**src/rtl/video_frame_writer.sv**
```systemverilog
`default_nettype none
// ============================================================================
//  Module      : video_frame_writer
//  Description : Terminal sink of the RGB444 stream. Writes each pixel of a
//                sop..eop frame packet to a frame-buffer port at its raster
//                address, checks packet length and reports frame status.
//  Revision    : 1.0 - initial release
// ============================================================================
module video_frame_writer #(
    parameter int WIDTH  = 320,
    parameter int HEIGHT = 240,
    parameter int ADDR_W = 17
) (
    input  logic              clk,
    input  logic              reset,
    input  logic [11:0]       data_in,
    input  logic              sop_in,
    input  logic              eop_in,
    input  logic              valid_in,
    output logic              ready_out,
    output logic              wr_en,
    output logic [ADDR_W-1:0] wr_addr,
    output logic [11:0]       wr_data,
    input  logic              mem_ready,
    output logic              frame_done,
    output logic              err_short,
    output logic              err_long,
    output logic [15:0]       frame_count
);

    localparam int              C_N      = WIDTH * HEIGHT;
    localparam logic [ADDR_W-1:0] C_LAST = ADDR_W'(C_N - 1);
    localparam bit              C_N_ONE  = (C_N == 1);

    typedef enum logic [1:0] {
        WAIT_SOP = 2'd0,
        ACTIVE   = 2'd1,
        OVERRUN  = 2'd2
    } state_t;

    state_t              r_state;
    state_t              w_state_nxt;
    logic [ADDR_W-1:0]   r_pc;
    logic [ADDR_W-1:0]   w_pc_nxt;
    logic                r_ovr_first;
    logic                w_ovr_first_nxt;
    logic                w_accept;
    logic                w_load;
    logic [ADDR_W-1:0]   w_addr;
    logic                w_done;
    logic                w_short;
    logic                w_long;

    // The output stage may take a new beat when it is empty or draining now.
    assign ready_out = !reset && (!wr_en || mem_ready);
    assign w_accept  = valid_in && ready_out;

    // Next-state, pixel counter and status decode for an accepted beat.
    always_comb begin
        w_state_nxt     = r_state;
        w_pc_nxt        = r_pc;
        w_ovr_first_nxt = r_ovr_first;
        w_load          = 1'b0;
        w_addr          = r_pc;
        w_done          = 1'b0;
        w_short         = 1'b0;
        w_long          = 1'b0;
        if (w_accept) begin
            // The overrun is reported once, on the first beat past the frame.
            if (r_state == OVERRUN && r_ovr_first) begin
                w_long          = 1'b1;
                w_ovr_first_nxt = 1'b0;
            end
            if (sop_in) begin
                // A sop always starts a new frame at address 0; a restart
                // while still inside an unfinished frame is a short frame.
                w_load = 1'b1;
                w_addr = '0;
                if (r_state == ACTIVE) begin
                    w_short = 1'b1;
                end
                if (eop_in) begin
                    w_state_nxt = WAIT_SOP;
                    w_pc_nxt    = '0;
                    if (C_N_ONE) begin
                        w_done = 1'b1;
                    end else begin
                        w_short = 1'b1;
                    end
                end else begin
                    w_state_nxt = ACTIVE;
                    w_pc_nxt    = ADDR_W'(1);
                end
            end else begin
                case (r_state)
                    ACTIVE: begin
                        w_load = 1'b1;
                        w_addr = r_pc;
                        if (eop_in) begin
                            w_state_nxt = WAIT_SOP;
                            w_pc_nxt    = '0;
                            if (r_pc == C_LAST) begin
                                w_done = 1'b1;
                            end else begin
                                w_short = 1'b1;
                            end
                        end else if (r_pc == C_LAST) begin
                            w_state_nxt     = OVERRUN;
                            w_ovr_first_nxt = 1'b1;
                        end else begin
                            w_pc_nxt = r_pc + ADDR_W'(1);
                        end
                    end
                    OVERRUN: begin
                        if (eop_in) begin
                            w_state_nxt = WAIT_SOP;
                            w_pc_nxt    = '0;
                        end
                    end
                    default: begin
                        // Stray beats outside a frame are dropped.
                    end
                endcase
            end
            // Only one status pulse per cycle: long, then short, then done.
            if (w_long) begin
                w_short = 1'b0;
                w_done  = 1'b0;
            end else if (w_short) begin
                w_done = 1'b0;
            end
        end
    end

    // State, counters, output write stage and status pulse registers.
    always_ff @(posedge clk) begin
        if (reset) begin
            r_state     <= WAIT_SOP;
            r_pc        <= '0;
            r_ovr_first <= 1'b0;
            wr_en       <= 1'b0;
            wr_addr     <= '0;
            wr_data     <= '0;
            frame_done  <= 1'b0;
            err_short   <= 1'b0;
            err_long    <= 1'b0;
            frame_count <= '0;
        end else begin
            r_state     <= w_state_nxt;
            r_pc        <= w_pc_nxt;
            r_ovr_first <= w_ovr_first_nxt;
            frame_done  <= w_done;
            err_short   <= w_short;
            err_long    <= w_long;
            if (w_done) begin
                frame_count <= frame_count + 16'd1;
            end
            if (w_load) begin
                wr_en   <= 1'b1;
                wr_addr <= w_addr;
                wr_data <= data_in;
            end else if (mem_ready) begin
                wr_en <= 1'b0;
            end
        end
    end

endmodule
`default_nettype wire

```
**config.mk**
```make
export PLATFORM = sky130hd
export DESIGN_NAME = video_frame_writer
export DESIGN_NICKNAME = d
export VERILOG_FILES = /design/src/rtl/video_frame_writer.sv
export SDC_FILE = /design/constraint.sdc
export NUM_CORES = 1
export LEC_CHECK = 0
export BUFFER_PORTS_ARGS = -buffer_cell sky130_fd_sc_hd__buf_2
export CORE_MARGIN = 4
export CORE_UTILIZATION = 30
export DETAILED_ROUTE_END_ITERATION = 8
export PLACE_DENSITY_LB_ADDON = 0.25
export SLEW_MARGIN = 20
export SYNTH_ARGS = -nofsm -noshare
export SYNTH_HDL_FRONTEND = slang
export SYNTH_SLANG_ARGS = --single-unit
```
**constraint.sdc**
```tcl
create_clock -name clk -period 2.5 [get_ports clk]
set_input_delay 0.625 -clock clk [delete_from_list [all_inputs] [get_ports clk]]
set_output_delay 0.625 -clock clk [all_outputs]
set_load 0.005 [all_outputs]
```
==> results.py <==
metrics = {
    "outcome": {
        "status": "completed",
    },
    "finish": {
        "nNetsFinal": 453,
        "final_area_um2": 3770,
        "area_growth_pct": 22.2,
        "layout_commonest_cell": "dfxtp_1",
        "final_util_pct": 38.1,
        "drive_gt1_share_pct": 26.0,
        "n_antenna_cell": 0,
        "final_cell_mix": "69 x dfxtp_1, 67 x buf_2, 44 x nand2_1, 37 x a21oi_1, 34 x nor2_1",
    },
    "global_routing": {
        "grt_use_total_pct": 14.1,
        "grt_pass1_vias": 2759,
        "grt_start_max_net_pins": 55,
        "overflow": 0,
        "grt_pass1_wl_um": 13400,
        "antenna_found_initial": 0,
    },
    "critical_path": {
        "end_kind": "register",
        "r2r_start": "r_pc[1]",
        "worstReg2RegEnd": "frame_count[10]",
        "worstPathRequired_ns": 2.73,
        "rrSetupSlack_ns": 0.28,
        "crit_arrival_ns": 2.45,
        "cp-endpoint": "frame_count[10]",
        "startpoint": "r_pc[1]",
        "worstPathMaxFanout": 30,
        "start_kind": "register",
        "worst-setup-path-type": "register to register",
        "reg2reg_depth": 7,
    },
    "cts": {
        "cts_sinks": 69,
        "cts_tree": "yes",
        "postCtsSetupBuffers": 0,
        "cts_buffer_depth": 2,
        "clkTransAtPathRegs_ns": 0.08,
        "htree_levels": 3,
        "cts_resized": 0,
        "hold_buffers": 0,
        "insertion_delay_ns": 0.34,
        "cts_root_buf": "clkbuf_8",
        "cts_buffers": 9,
    },
    "yosys": {
        "synth_xor_area_share_pct": 0.851,
        "yosysSeqAreaShare_pct": 44.7,
        "ys_seq_elements": 69,
        "ys.flop_type": "dfxtp_1",
        "netlist_instances": 366,
        "synth-simple-area-share_pct": 25.1,
        "synth_edf_count": 0,
        "syn_nets": 386,
        "yosysWarnings": 0,
        "avgSynthCellArea_um2": 8.44,
        "synthArstFlopShare_pct": 0,
        "yosys.area_share.adder_pct": 0.810,
        "synth_compound_area_share_pct": 22.4,
        "synth_top_family_by_area": "simple AND/OR/NAND/NOR gates",
        "muxShareOfSynthArea_pct": 1.01,
        "synth.cell_area_um2": 3090,
        "synth.distinct_cells": 51,
    },
    "power": {
        "max-vdd-ir-drop_mv": 0.285,
        "pwr-share-comb_pct": 6.0,
        "p_seq_share_pct": 54.0,
        "p_total_mw": 2.06,
        "switching_share_pct": 25.3,
        "cellLeakagePower_nw": 1.47,
        "switchingPower_uw": 522,
        "pwr-share-clk_pct": 40.0,
        "power_density_nw_per_um2": 547,
        "internal-power_mw": 1.54,
    },
    "die": {
        "core_area_um2": 9910,
        "dieWidth_um": 109,
        "rows": 36,
        "die_area_um2": 12000,
        "ios": 68,
        "die_h_um": 109,
        "start_util_pct": 31.2,
    },
    "timing": {
        "fin_crit_ns": 2.22,
        "setup_viol": 0,
        "max_slew.worst_pin.slew_ns": 0.598,
        "clock_skew_ns": 0.00596,
        "slew_violations": 0,
        "slew_headroom_pct": 60.1,
        "period_share_pct": 88.9,
        "hold_ws_ns": 0.456,
        "fin_tns_setup_ns": 0,
        "hold_viol": 0,
        "rsz0062_at_grt": "no",
        "timing.fmax_ghz": 0.450,
    },
    "placement": {
        "hpwl_um": 5730,
        "place_congestion": 0.797,
        "placed_area_um2": 3600,
        "portBuffers": 67,
    },
    "hold_path": {
        "hold_class": "register to register",
    },
    "detailed_routing": {
        "ant_nets": 0,
        "drt-pass1-iter-count": 4,
        "drtIter0Drc": 151,
        "viasPerCell": 5.01,
        "wl_um": 8220,
        "wl_per_cell_um": 14.4,
        "drc": 0,
        "num_vias": 2859,
    },
    "job": {
        "maxCapViolCount": 0,
    },
}
## state kept, by name, summed over array words and instances (netlist names)
signal       cells
r_state          2
frame_done       1
r_ovr_first      1
err_long         1
wr_addr         17
r_pc            17
wr_en            1
frame_count     16
wr_data         12
err_short        1
## layer usage
metal  up-vias  global-route usage [%]  part of all wire, %  wire length [um]
li1       1462                       -                    -                 -
met1      1327                    19.0                   48              3960
met2        65                    22.0                   46              3780
met3         5                    4.76                  5.2               430
met4         0                    3.03                 0.67                55
met5         -                       0                    0                 0
## area by class of cell
class                   instances  area (um2)
clock buffers                  11         141
clock inverters                 5        36.3
fillers                      1083        6140
inverters                       9        33.8
multi-input cells             264        1560
flip-flops and latches         69        1380
well taps                     133         166
repair buffers                 80         458
## worst max-delay path: stages (launching register included)
cell	delay, ns
dfxtp_1	0.40
ha_1	0.21
inv_1	0.11
nor4_2	0.36
nand4_1	0.20
buf_12	0.21
nor4_1	0.26
mux2_1	0.34
## Yosys cell counts, types with 2 or more instances
cell / n / share of area (%)
dfxtp_1: 69 / 45
nand2_1: 44 / 5.3
a21oi_1: 37 / 6.0
nor2_1: 34 / 4.1
a22oi_1: 17 / 4.1
or3_1: 16 / 3.2
nand3_1: 15 / 2.4
clkbuf_1: 13 / 1.6
o21ai_1: 13 / 2.1
inv_1: 8 / 0.97
or2_2: 8 / 1.6
buf_2: 7 / 1.1
o311ai_1: 6 / 1.7
o41ai_1: 6 / 1.7
or4_1: 6 / 1.5
o21ai_0: 5 / 0.81
a21o_1: 4 / 0.97
and2_1: 4 / 0.81
and3_1: 4 / 0.81
o31ai_1: 4 / 0.97
a21oi_2: 3 / 0.85
nand4_1: 3 / 0.61
nor3b_1: 3 / 0.73
xor2_1: 3 / 0.85
buf_1: 2 / 0.24
ha_1: 2 / 0.81
mux2i_1: 2 / 0.65
nor4_1: 2 / 0.41
o2111ai_1: 2 / 0.57
o211ai_1: 2 / 0.49
or4_4: 2 / 0.73
## worst min-delay path by stage
stage / cells after the start / startpoint / endpoint / slack (ns)
global route: 2 / wr_data[9] / wr_data[9] / 0.48
finish: 2 / wr_data[6] / wr_data[6] / 0.46
CTS: 2 / wr_data[6] / wr_data[6] / 0.46
global placement: 2 / wr_data[9] / wr_data[9] / 0.44
detailed placement: 2 / wr_data[6] / wr_data[6] / 0.45
floorplan: 2 / wr_data[0] / wr_data[0] / 0.45
## power by group through the flow
stage | registers, mW | clock network, mW | logic, mW
final | 1.11 | 0.825 | 0.125
after global routing | 1.12 | 0.900 | 0.140
after CTS | 1.11 | 0.854 | 0.125
after detailed placement | 1.14 | 0 | 0.125
after global placement | 1.14 | 0 | 0.124
after floorplan | 1.14 | 0 | 0.0769
## cells by family (layout without fill, tap and decap cells)
| kind of cell | after synthesis | count (layout) |
|---|---|---|
| and+or+nand+nor | 151 | 151 |
| AOI/OAI and AO/OA | 105 | 105 |
| DFF | 69 | 69 |
| buffers and inverters | 33 | 105 |
| xor gates and xnor gates | 3 | 3 |
| muxes | 3 | 3 |
| adders and majority gates | 2 | 2 |
## through the flow
| step | setup slack (ns) | instances |
|---|---|---|
| after floorplan | 0.190 | 366 |
| after global placement | 0.253 | 555 |
| after detailed placement | 0.231 | 555 |
| after CTS | 0.279 | 571 |
| after global routing | 0.0409 | 571 |
| final | 0.277 | 571 |
(Power assumes the default switching activity.)
